$ cat src/rtl/matmul_apb_slave.sv
`default_nettype none
// +----------------------------------------------------------------------------+
// | Module   : matmul_apb_slave                                                 |
// | Purpose  : APB slave front-end for the matmul accelerator. Decodes a small  |
// |            register map (CTRL, STATUS) and a word-addressed operand/result |
// |            memory window, inserts programmable wait states, applies byte   |
// |            strobes to memory writes and generates slave errors.            |
// | Ports    : clk_i/rst_i        clock, synchronous active-high reset         |
// |            psel_i..paddr_i    APB request (setup + access phases)          |
// |            pready_o/pslverr_o/prdata_o  APB completion response            |
// |            start_o/busy_o/busy_i        engine start pulse and busy status |
// |            mem_*              1-cycle-latency memory port (window)         |
// | Options  : MATMUL_APB_PROT_EN - reject CTRL start and memory-window writes |
// |            with pslverr_o while busy_o is high.                            |
// | Revision : 1.0 - initial release                                           |
// +----------------------------------------------------------------------------+
module matmul_apb_slave #(
  parameter int BUS_WIDTH   = 32,
  parameter int ADDR_WIDTH  = 16,
  parameter int STRB_WIDTH  = BUS_WIDTH / 8,
  parameter int MEM_DEPTH   = 64,
  parameter int WAIT_STATES = 0
) (
  input  logic                         clk_i,
  input  logic                         rst_i,
  input  logic                         psel_i,
  input  logic                         penable_i,
  input  logic                         pwrite_i,
  input  logic [STRB_WIDTH-1:0]        pstrb_i,
  input  logic [BUS_WIDTH-1:0]         pwdata_i,
  input  logic [ADDR_WIDTH-1:0]        paddr_i,
  output logic                         pready_o,
  output logic                         pslverr_o,
  output logic [BUS_WIDTH-1:0]         prdata_o,
  output logic                         busy_o,
  output logic                         start_o,
  input  logic                         busy_i,
  output logic                         mem_req_o,
  output logic                         mem_we_o,
  output logic [$clog2(MEM_DEPTH)-1:0] mem_addr_o,
  output logic [STRB_WIDTH-1:0]        mem_be_o,
  output logic [BUS_WIDTH-1:0]         mem_wdata_o,
  input  logic [BUS_WIDTH-1:0]         mem_rdata_i
);

  localparam int MAW    = $clog2(MEM_DEPTH);
  localparam int BSHIFT = $clog2(STRB_WIDTH);
  // Access cycle in which pready_o is high; memory reads need at least two
  // cycles because the read data arrives the cycle after the request.
  localparam logic [4:0] BASE_N = 5'(WAIT_STATES + 1);
  localparam logic [4:0] READ_N = (WAIT_STATES == 0) ? 5'd2 : BASE_N;

  typedef enum logic [0:0] {IDLE = 1'b0, ACCESS = 1'b1} state_t;

  state_t                  state_q, state_d;
  logic [4:0]              cnt_q, cnt_d;
  logic [4:0]              target_q, target_d;
  logic [ADDR_WIDTH-1:0]   idx_q, idx_d;
  logic                    wr_q, wr_d;
  logic [BUS_WIDTH-1:0]    wdata_q, wdata_d;
  logic [STRB_WIDTH-1:0]   strb_q, strb_d;
  logic                    err_q, err_d;
  logic                    rd_mem_q, rd_mem_d;
  logic                    pready_q, pready_d;
  logic                    pslverr_q, pslverr_d;
  logic [BUS_WIDTH-1:0]    rd_hold_q, rd_hold_d;
  logic                    start_q, start_d;
  logic                    busy_q, busy_d;
  logic                    mem_req_q, mem_req_d;
  logic                    mem_we_q, mem_we_d;
  logic [MAW-1:0]          mem_addr_q, mem_addr_d;
  logic [STRB_WIDTH-1:0]   mem_be_q, mem_be_d;
  logic [BUS_WIDTH-1:0]    mem_wdata_q, mem_wdata_d;

  // Effective transfer attributes: taken straight from the bus in IDLE (the
  // setup cycle) and from the captured copy once in ACCESS.
  logic                    setup;
  logic [ADDR_WIDTH-1:0]   eff_idx;
  logic                    eff_wr;
  logic [BUS_WIDTH-1:0]    eff_wdata;
  logic [STRB_WIDTH-1:0]   eff_strb;
  logic                    is_ctrl, is_status, is_mem, is_oor;
  logic                    start_req, mem_rd, prot_err, new_err, eff_err;
  logic [4:0]              new_target;
  logic [MAW-1:0]          eff_maddr;
  logic                    fire;

  always_comb begin
    setup     = psel_i & ~penable_i;
    eff_idx   = (state_q == IDLE) ? (paddr_i >> BSHIFT) : idx_q;
    eff_wr    = (state_q == IDLE) ? pwrite_i : wr_q;
    eff_wdata = (state_q == IDLE) ? pwdata_i : wdata_q;
    eff_strb  = (state_q == IDLE) ? pstrb_i  : strb_q;

    is_ctrl   = (eff_idx == ADDR_WIDTH'(0));
    is_status = (eff_idx == ADDR_WIDTH'(1));
    is_oor    = (eff_idx >= ADDR_WIDTH'(MEM_DEPTH + 2));
    is_mem    = (eff_idx >= ADDR_WIDTH'(2)) & ~is_oor;
    eff_maddr = MAW'(eff_idx - ADDR_WIDTH'(2));

    start_req = is_ctrl & eff_wr & eff_strb[0] & eff_wdata[0];
    mem_rd    = is_mem & ~eff_wr;
`ifdef MATMUL_APB_PROT_EN
    prot_err  = busy_q & eff_wr & (start_req | is_mem);
`else
    prot_err  = 1'b0;
`endif
    new_err    = is_oor | (is_status & eff_wr) | prot_err;
    eff_err    = (state_q == IDLE) ? new_err : err_q;
    new_target = mem_rd ? READ_N : BASE_N;

    // Completion edge: either straight out of setup (single-cycle access) or
    // at the end of access cycle N-1 while the master still holds the bus.
    fire = ((state_q == IDLE) & setup & (new_target == 5'd1)) |
           ((state_q == ACCESS) & ~pready_q & psel_i & penable_i &
            ((cnt_q + 5'd1) == target_q));
  end

  always_comb begin
    state_d     = state_q;
    cnt_d       = cnt_q;
    target_d    = target_q;
    idx_d       = idx_q;
    wr_d        = wr_q;
    wdata_d     = wdata_q;
    strb_d      = strb_q;
    err_d       = err_q;
    rd_mem_d    = rd_mem_q;
    pready_d    = 1'b0;
    pslverr_d   = 1'b0;
    rd_hold_d   = rd_hold_q;
    start_d     = 1'b0;
    busy_d      = busy_i | start_q;
    mem_req_d   = 1'b0;
    mem_we_d    = mem_we_q;
    mem_addr_d  = mem_addr_q;
    mem_be_d    = mem_be_q;
    mem_wdata_d = mem_wdata_q;

    case (state_q)
      IDLE: begin
        if (setup) begin
          state_d  = ACCESS;
          cnt_d    = 5'd1;
          target_d = new_target;
          idx_d    = eff_idx;
          wr_d     = pwrite_i;
          wdata_d  = pwdata_i;
          strb_d   = pstrb_i;
          err_d    = new_err;
          rd_mem_d = mem_rd;
          // Memory reads are issued in the first access cycle.
          if (mem_rd) begin
            mem_req_d  = 1'b1;
            mem_we_d   = 1'b0;
            mem_addr_d = eff_maddr;
            mem_be_d   = '1;
          end
        end
      end
      ACCESS: begin
        if (pready_q || !(psel_i && penable_i)) begin
          state_d = IDLE;
        end else begin
          cnt_d = cnt_q + 5'd1;
        end
      end
      default: state_d = IDLE;
    endcase

    // Read data lands one cycle after the request (access cycle 2).
    if ((state_q == ACCESS) && (cnt_q == 5'd2) && rd_mem_q) begin
      rd_hold_d = mem_rdata_i;
    end

    if (fire) begin
      pready_d  = 1'b1;
      pslverr_d = eff_err;
      if (!(mem_rd && !eff_err)) begin
        rd_hold_d = (is_status && !eff_wr && !eff_err) ?
                    {{(BUS_WIDTH-1){1'b0}}, busy_q} : '0;
      end
      if (!eff_err && eff_wr) begin
        if (start_req) begin
          start_d = 1'b1;
        end
        // Writes commit at completion; an all-zero strobe is a no-op.
        if (is_mem && (eff_strb != '0)) begin
          mem_req_d   = 1'b1;
          mem_we_d    = 1'b1;
          mem_addr_d  = eff_maddr;
          mem_be_d    = eff_strb;
          mem_wdata_d = eff_wdata;
        end
      end
    end
  end

  always_ff @(posedge clk_i) begin
    if (rst_i) begin
      state_q     <= IDLE;
      cnt_q       <= '0;
      target_q    <= '0;
      idx_q       <= '0;
      wr_q        <= 1'b0;
      wdata_q     <= '0;
      strb_q      <= '0;
      err_q       <= 1'b0;
      rd_mem_q    <= 1'b0;
      pready_q    <= 1'b0;
      pslverr_q   <= 1'b0;
      rd_hold_q   <= '0;
      start_q     <= 1'b0;
      busy_q      <= 1'b0;
      mem_req_q   <= 1'b0;
      mem_we_q    <= 1'b0;
      mem_addr_q  <= '0;
      mem_be_q    <= '0;
      mem_wdata_q <= '0;
    end else begin
      state_q     <= state_d;
      cnt_q       <= cnt_d;
      target_q    <= target_d;
      idx_q       <= idx_d;
      wr_q        <= wr_d;
      wdata_q     <= wdata_d;
      strb_q      <= strb_d;
      err_q       <= err_d;
      rd_mem_q    <= rd_mem_d;
      pready_q    <= pready_d;
      pslverr_q   <= pslverr_d;
      rd_hold_q   <= rd_hold_d;
      start_q     <= start_d;
      busy_q      <= busy_d;
      mem_req_q   <= mem_req_d;
      mem_we_q    <= mem_we_d;
      mem_addr_q  <= mem_addr_d;
      mem_be_q    <= mem_be_d;
      mem_wdata_q <= mem_wdata_d;
    end
  end

  assign pready_o    = pready_q;
  assign pslverr_o   = pslverr_q;
  // A two-cycle memory read completes in the same cycle its data arrives, so
  // that case forwards mem_rdata_i; every other response uses the held value.
  assign prdata_o    = (pready_q && !pslverr_q) ?
                       ((rd_mem_q && (cnt_q == 5'd2)) ? mem_rdata_i : rd_hold_q) : '0;
  assign busy_o      = busy_q;
  assign start_o     = start_q;
  assign mem_req_o   = mem_req_q;
  assign mem_we_o    = mem_we_q;
  assign mem_addr_o  = mem_addr_q;
  assign mem_be_o    = mem_be_q;
  assign mem_wdata_o = mem_wdata_q;

endmodule
`default_nettype wire

$ cat config.mk
export PLATFORM = sky130hd
export DESIGN_NAME = matmul_apb_slave
export DESIGN_NICKNAME = d
export VERILOG_FILES = /design/src/rtl/matmul_apb_slave.sv
export SDC_FILE = /design/constraint.sdc
export NUM_CORES = 1
export LEC_CHECK = 0
export CORE_MARGIN = 4
export CORE_UTILIZATION = 50
export CTS_CLUSTER_SIZE = 10
export DETAILED_ROUTE_END_ITERATION = 7
export PLACE_DENSITY = 0.81
export SLEW_MARGIN = 25
export SYNTH_ARGS = -nofsm -noshare
export SYNTH_HDL_FRONTEND = slang
export SYNTH_SLANG_ARGS = --single-unit
$ cat constraint.sdc
create_clock -name clk_i -period 6.82 [get_ports clk_i]
set_input_delay 1.023 -clock clk_i [delete_from_list [all_inputs] [get_ports clk_i]]
set_output_delay 1.023 -clock clk_i [all_outputs]
set_load 0.05 [all_outputs]
# Word level (Yosys, flattened, before mapping)
# Cells that the tools add are included.
op_classes:
  n_addsub: 2
  magnitude_cmp: 2
  n_eq_ne: 6
  mux: 44
  bitwise_logic: 23
  n_reduce_logical: 22
ops:
  columns: ["cell", "count"]
  rows:
  - ["2-to-1 mux 32 bit", 6]
  - ["2-to-1 mux 6 bit", 6]
  - ["2-to-1 mux 4 bit", 7]
  - ["2-to-1 mux 1 bit", 19]
  - ["== test 16 x 1 -> 1 bit (second input constant)", 1]
  - [">= comparator 16 x 2 -> 1 bit (second input constant)", 1]
  - [">= comparator 16 x 7 -> 1 bit (second input constant)", 1]
  - ["zero test 16 bit", 1]
  - ["2-to-1 mux 16 bit", 1]
  - ["AND 1 bit", 13]
  - ["logical AND 1 bit", 10]
  - ["2-to-1 mux 5 bit", 2]
  - ["case mux 5 bit (2 select lines)", 1]
  - ["NOT 1 bit", 7]
  - ["subtractor 6 x 2 -> 6 bit (second input constant)", 1]
  - ["adder 5 x 1 -> 5 bit (second input constant)", 1]
  - ["== test 5 x 2 -> 1 bit (second input constant)", 1]
  - ["== test 5 bit", 1]
  - ["zero test 1 bit", 4]
  - ["!= test 2 bit (second input constant)", 2]
  - ["AND reduction 2 bit", 2]
  - ["nonzero test 4 bit", 1]
  - ["OR 1 bit", 3]
  - ["AND reduction 3 bit", 1]
  - ["6 further kinds", 6]
word_totals:
  ff_bits: 146
  output_inout_bits: 80
  word_cells: 118

# Longest topological paths before layout
# Gate-level depths: netlist (run 1).
logic_depth:
  ltp_word: 11
  depth_mapped: 14
  ltp_nobuf: 8

# Worst setup path after synthesis (run 1)
# No wires, ideal clock.
synth_timing:
  path_type: "register to output"
  start: "register cnt_q[2]"
  end: "output port prdata_o[10]"
  t_arrival_ns: 2.185
  slack_ns: 3.612
  path_stages_with_launch: 7
  path_buffers: 2
  path_cell_list: "dfxtp_1 > nor4b_1 > and2_1 > clkbuf_1 > clkbuf_1 > nand2_1 > a21oi_1"
synth_between:
  elab_chain_cells: 4
synth_lines:
  columns: ["element", "line_no", "source"]
  rows:
  - ["start, declared", "56", "logic [4:0] cnt_q, cnt_d;"]
  - ["start signal, assigned", "222", "cnt_q <= cnt_d;"]
  - ["== test 5 x 2 -> 1 bit", "248", "((rd_mem_q && (cnt_q == 5'd2)) ? mem_rdata_i : rd_hold_q) : '0;"]
  - ["logical AND 1 bit", "248", null]
  - ["2-to-1 mux 32 bit", "248", null]
  - ["2-to-1 mux 32 bit", "247", "assign prdata_o = (pready_q && !pslverr_q) ?"]
  - ["end, declared", "34", "output logic [BUS_WIDTH-1:0] prdata_o,"]
# No other way between the ends.

# Worst setup path after layout (run 1)
layout_timing:
  start: "register cnt_q[2]"
  end: "output port prdata_o[13]"
# The elaborated chain is that of the path after synthesis.

==> results.yml, run 1 <==
clock_network:
  cts_setup_buffers: 0
  cts_tree: "built"
  clk_path_buf_depth: 2
  cts.root.buffer_cell: "sky130_fd_sc_hd__clkbuf_16"
  clkTransAtPathRegs_ps: 50
  clk-insertion-delay-late_ps: 420
  cts.repair.resized: 0
  cts-hold-fix-buffers: 0
  cts.sink_count: 142
  cts_made_buffers: 17
  clock_tree.htree_level_count: 4
die:
  core_sq_mm: 0.01282
  chipWidth_um: 123.3
  floorplan.initialDensity_pct: 51.86
  top_level_ports: 170
  die_area_sq_mm: 0.01521
  rows: 41
  chipHeight_um: 123.3
outcome:
  run_status: "complete, no violations"
drt:
  route.detailed.drc: 0
  route.final.wire_length_um: 17630
  routedWlPerCell_um: 15.68
  dr_total_vias: 6231
  route.detailed.vias_per_inst: 5.544
  postRouteAntennaNets: 0
  drt_iter0_drc: 462
  drt_pre_antenna_iters: 7
timing:
  report.final.setup_viol: 0
  worst_slew_margin_relative_to_its_limit_pct: 30.98
  report.final.slew_viol_count: 0
  hold_slack_ps: 452.6
  hold_viol_final: 0
  final.period_utilization_pct: 62.18
  final.setup.worst_slack_ps: 2579
  totalNegativeSetupSlack_ps: 0
  max_clock_freq_mhz: 235.8
  grt_setup_unrepaired: "false"
  timing.final.crit_period_ps: 4241
  final.setup_skew_ps: 6.978
  max_slew.worst_pin.slew_ps: 1035
worst_setup_path:
  crit_start: "cnt_q[2]$_SDFFE_PP0P_"
  crit_fanout: 27
  reg_to_reg_critical_path_startpoint: "state_q$_SDFF_PP0_"
  timing.reg2reg.setup_slack_ps: 3270
  crit-reg2reg-capture: "mem_addr_o[4]$_SDFF_PP0_"
  cp-start-kind: "flip-flop"
  setup.worst_path.class: "flip-flop to primary output"
  endpoint_kind: "primary output"
  worst_r2r_path_depth: 7
  crit_path_required_time_ps: 5800
  worst_ep_arrival_time_ps: 3220
  worst_setup_path_endpoint: "prdata_o[13]"
cells_and_area:
  fin_cells: 1124
  layout_stage_area_growth_over_the_synthesis_result_pct: 33.67
  filler_cell_count: 1065
  num_antenna_cells: 0
  drive_gt1_share_pct: 9.034
  finish.net_count: 1033
  finalCoreUtilization_pct: 69.33
  final_instance_area_sq_mm: 0.008891
placed_design:
  port-buffer-count: 167
  place_hpwl_um: 11130
  gp_routability_congestion: 0.8479
  place_area_sq_mm: 0.008344
  placement.setup.worst_slack_ps: 2792
  place_inst: 1092
synthesis:
  net_count_after_synthesis: 904
  synth_largest_area_cell: "sky130_fd_sc_hd__dfxtp_1"
  synth.area.top_cells: "sky130_fd_sc_hd__dfxtp_1, sky130_fd_sc_hd__nand2_1, sky130_fd_sc_hd__a21oi_1, sky130_fd_sc_hd__mux2i_1, sky130_fd_sc_hd__a211oi_2"
  yosysWarningCount: 0
  postSynthRegisterBits: 142
  ys_seq_area_share_pct: 42.74
  synth.avg_cell_area_sq_um: 8.212
  postSynth.asyncResetShare_pct: 0
  top_cell_type_s_share_of_synthesized_area_pct: 42.74
  yosysUniqueCellTypes: 62
  post_synth_instance_area_sq_mm: 0.006651
  synth_edf_count: 0
  synthFlopType: "sky130_fd_sc_hd__dfxtp_1"
  syn-instance-count: 810
global_routing:
  first_global_vias: 5824
  globalRoute.totalOverflow: 0
  grt_first_pass_wirelength_um: 28020
  pin_count_of_the_biggest_net_entering_global_routing: 87
  track_usage_pct: 22.95
  number_of_antenna_violations_at_the_first_check_in_global_routing: 0
pwr:
  power.leakage_nw: 2.907
  pwr_density_cell_mw_per_mm2: 212.8
  total_power_mw: 1.892
  vdd_drop_max_v: 0.0001530
worst_hold_path:
  timing.hold.worst.class: "flip-flop to flip-flop"
run:
  drv_cap: 0
-- sequential cells by signal (all words and copies together), names as in the netlist, 4 cells and up --
signal,flops
wdata_q,32
mem_addr_o,6
mem_wdata_o,32
mem_be_o,4
rd_hold_q,32
strb_q,4
idx_q,16
cnt_q,5
-- worst min path at each step --
stage | start | endpoint | slack, ps | cells after the start
2_1_floorplan | idx_q[6]$_SDFFE_PP0P_ | idx_q[6]$_SDFFE_PP0P_ | 430 | 2
3_3_place_gp | strb_q[0]$_SDFFE_PP0P_ | strb_q[0]$_SDFFE_PP0P_ | 440 | 2
3_5_place_dp | idx_q[6]$_SDFFE_PP0P_ | idx_q[6]$_SDFFE_PP0P_ | 440 | 2
4_1_cts | idx_q[6]$_SDFFE_PP0P_ | idx_q[6]$_SDFFE_PP0P_ | 450 | 2
5_1_grt | wdata_q[18]$_SDFFE_PP0P_ | wdata_q[18]$_SDFFE_PP0P_ | 470 | 2
6_report | idx_q[6]$_SDFFE_PP0P_ | idx_q[6]$_SDFFE_PP0P_ | 450 | 2
-- cell families (layout without fill, tap and decap cells) --
family,count (synthesis),count (layout),synth area share [%]
XOR/XNOR,9,9,1.185
AND/OR/NAND/NOR,309,309,20.13
AO/OA/AOI/OAI,220,220,21.84
multiplexers,52,52,8.107
flip-flops,142,142,42.74
buffers and inverters,74,216,5.248
adder cells (fa/ha/maj),4,4,0.7525
-- where the power goes --
group	switching, mW	total (mW)	internal, mW	leakage, nW
Clock	0.334	0.843	0.510	0.270
Combinational	0.0971	0.184	0.0874	1.49
Sequential	0.0174	0.865	0.847	1.15
Total	0.448	1.89	1.44	2.91
-- layout by cell type (no fill, tap or decap), drive strengths merged, types with 5 or more instances in the layout --
master and count:
nand2 239, xor2 5, mux2i 46, buf 12, nor3 10, a31oi 34
clkinv 5, clkdlybuf4s50 166, o21ai 10, a211oi 39, nor2 18, clkbuf 26
inv 6, dfxtp 142, a21oi 119, mux2 6, nor4 5
-- area by class of cell --
type | instances | area [sq um] | share of cell area, %
clock buffers | 26 | 509.2 | 5.728
clock inverters | 6 | 32.53 | 0.3659
inverters | 6 | 22.52 | 0.2533
multi-input cells | 594 | 3486 | 39.21
flip-flops and latches | 142 | 2846 | 32.02
well taps | 172 | 215.2 | 2.420
repair buffers | 178 | 1779 | 20.01
-- cells in the mapped netlist (all sizes together) (5+ instances only) --
library cell	count
buf	25
o21ai	10
clkbuf	43
inv	6
nor3	10
a31oi	34
nand2	239
nor2	18
dfxtp	142
a21oi	119
nor4	5
xor2	5
mux2	6
mux2i	46
a211oi	39
-- critical path, cell delays in order, from the launching register on --
cell and delay, ps:
sky130_fd_sc_hd__dfxtp_1 360, sky130_fd_sc_hd__nor4b_1 610, sky130_fd_sc_hd__and2_1 360, sky130_fd_sc_hd__buf_4 350, sky130_fd_sc_hd__nand2_1 100, sky130_fd_sc_hd__a21oi_1 180
sky130_fd_sc_hd__clkdlybuf4s50_1 830
-- layer usage --
metal	track usage, %	part of all wire, %
met5	0	0
met4	7.266	1.6
met3	8.143	9.7
met2	35.88	45
met1	29.72	44
Power figures use the tool's default switching activity.
==> run 2: changes to the inputs <==
--- a/config.mk
+++ b/config.mk
@@ -6,10 +6,10 @@
 export NUM_CORES = 1
 export LEC_CHECK = 0
 export CORE_MARGIN = 4
-export CORE_UTILIZATION = 50
+export CORE_UTILIZATION = 45
 export CTS_CLUSTER_SIZE = 10
 export DETAILED_ROUTE_END_ITERATION = 7
-export PLACE_DENSITY = 0.81
+export PLACE_DENSITY = 0.77
 export SLEW_MARGIN = 25
 export SYNTH_ARGS = -nofsm -noshare
 export SYNTH_HDL_FRONTEND = slang
==> constraint.sdc (replaced) <==
create_clock -name clk_i -period 3.8 [get_ports clk_i]
set_input_delay 0.57 -clock clk_i [delete_from_list [all_inputs] [get_ports clk_i]]
set_output_delay 0.57 -clock clk_i [all_outputs]
set_load 0.05 [all_outputs]
==> run 2 against run 1 <==
Via count decreased by 1.4%. Wire length rose by 2.7%. Global-route usage fell by 1.5 points. Hold slack about the same. Count of clock-buffer cells in the layout decreased by 2. Critical path type unchanged. Critical endpoint is now prdata_o[16]. Largest cell class unchanged. Largest power group is now clock. Highest routed layer unchanged.
==> results.yml, run 2 (synthesized netlist as in run 1, its figures left out) <==
global_routing:
  grt_first_pass_wirelength_um: 29050
  first_global_vias: 5813
  number_of_antenna_violations_at_the_first_check_in_global_routing: 0
  track_usage_pct: 21.42
  globalRoute.totalOverflow: 0
  pin_count_of_the_biggest_net_entering_global_routing: 86
timing:
  totalNegativeSetupSlack_ps: 0
  timing.final.crit_period_ps: 3470
  final.setup.worst_slack_ps: 329.7
  final.period_utilization_pct: 91.32
  max_clock_freq_mhz: 288.2
  worst_slew_margin_relative_to_its_limit_pct: 32.42
  grt_setup_unrepaired: "false"
  max_slew.worst_pin.slew_ps: 1014
  report.final.slew_viol_count: 0
  report.final.setup_viol: 0
  final.setup_skew_ps: 6.464
  hold_viol_final: 0
die:
  chipWidth_um: 129.6
  rows: 44
  top_level_ports: 170
  core_sq_mm: 0.01448
  floorplan.initialDensity_pct: 45.94
  die_area_sq_mm: 0.01679
  chipHeight_um: 129.6
worst_setup_path:
  endpoint_kind: "primary output"
  crit_path_required_time_ps: 3230
  crit_start: "cnt_q[2]$_SDFFE_PP0P_"
  cp-start-kind: "flip-flop"
  crit_chain: "nor4b_1 > and2_1 > buf_4 > nand2_1 > a21oi_1 > clkdlybuf4s50_1"
  worst_ep_arrival_time_ps: 2900
  crit_fanout: 24
  critical_path_buf_inv_count: 2
  slowest_stage: "sky130_fd_sc_hd__clkdlybuf4s50_1"
  reg_to_reg_critical_path_startpoint: "state_q$_SDFF_PP0_"
  setup.worst_path.class: "flip-flop to primary output"
  worst_path_largest_cell_delay_ps: 840
  critical-path-top-delay-family: "buffers and inverters"
drt:
  dr_total_vias: 6145
  route.detailed.drc: 0
  routedWlPerCell_um: 15.85
  postRouteAntennaNets: 0
  drt_pre_antenna_iters: 6
  route.detailed.vias_per_inst: 5.381
  route.final.wire_length_um: 18110
  drt_iter0_drc: 377
cells_and_area:
  finish.net_count: 1039
  commonest_non_fill_non_tap_cell_in_the_layout: "sky130_fd_sc_hd__nand2_1"
  num_antenna_cells: 0
  drive_gt1_share_pct: 9.708
  mostFrequentLayoutCells: "sky130_fd_sc_hd__nand2_1, sky130_fd_sc_hd__clkdlybuf4s50_1, sky130_fd_sc_hd__dfxtp_1"
  final_instance_area_sq_mm: 0.009055
  layout_stage_area_growth_over_the_synthesis_result_pct: 36.14
pwr:
  vdd_drop_max_v: 0.0002943
  total_power_mw: 3.714
  pwr_density_cell_mw_per_mm2: 410.1
  power.leakage_nw: 2.983
clock_network:
  clk-insertion-delay-late_ps: 420
  cts.root.buffer_cell: "sky130_fd_sc_hd__clkbuf_16"
  clock_tree.htree_level_count: 4
  clk_path_buf_depth: 2
  cts.sink_count: 142
  clkTransAtPathRegs_ps: 60
  cts.repair.resized: 0
  cts_setup_buffers: 0
  cts-hold-fix-buffers: 0
  cts_tree: "built"
  cts_made_buffers: 17
placed_design:
  gp_routability_congestion: 0.8268
  place_area_sq_mm: 0.008389
  port-buffer-count: 167
  placement.setup.worst_slack_ps: 435.7
  place_hpwl_um: 11700
worst_hold_path:
  timing.hold.worst.class: "flip-flop to flip-flop"
  hold_start: "wdata_q[6]$_SDFFE_PP0P_"
outcome:
  run_status: "complete, no violations"
run:
  drv_cap: 0
## run 2: cell count changes in the layout (fill, tap and decap cells not counted), sizes merged
cell / previous run / this run
bufinv: 0 / 4
clkbuf: 26 / 24
clkinv: 5 / 3
buf: 12 / 18
## run 2: stage by stage
stage	utilization [%]	hold WS (ps)	cells
finish	62.54	452.3	1142
global route	62.54	472.2	1142
CTS	62.52	451.7	1142
detailed placement	57.94	442.8	1110
global placement	57.94	439.0	1110
floorplan	-	432.0	810
## run 2: worst paths after layout
check	to	slack, ps	cells after the start
min reg2reg	wdata_q[6]$_SDFFE_PP0P_	450	2
max reg2reg	mem_be_o[0]$_SDFF_PP0_	970	7
max	prdata_o[16]	330	6
min	wdata_q[6]$_SDFFE_PP0P_	450	2
## run 2: where the power goes
part | switching (mW) | internal, mW
clock | 0.620 | 1.21
combinational | 0.187 | 0.157
sequential | 0.0204 | 1.52
## run 2: final cells by class
cell class | instances | area (sq um)
repair buffers | 184 | 1809
fillers | 1239 | 5424
well taps | 184 | 230.2
inverters | 6 | 22.52
clock buffers | 24 | 513.0
flip-flops and latches | 142 | 2846
multi-input cells | 594 | 3483
clock inverters | 8 | 150.1
## run 2: worst register-to-register path, cell delays in order, from the launching register on
cell	delay, ps
sky130_fd_sc_hd__dfxtp_4	460
sky130_fd_sc_hd__buf_4	450
sky130_fd_sc_hd__nand4b_1	190
sky130_fd_sc_hd__a22o_2	310
sky130_fd_sc_hd__nor2_2	520
sky130_fd_sc_hd__buf_4	410
sky130_fd_sc_hd__a311oi_1	140
sky130_fd_sc_hd__a211oi_1	250
## run 2: layer usage
layer	track usage (%)	part of all wire, %	vias to the layer above
met5	0	0	-
met4	6.663	1.2	0
met3	7.131	8.0	20
met2	33.21	46	182
met1	28.38	45	2848
li1	-	-	3095
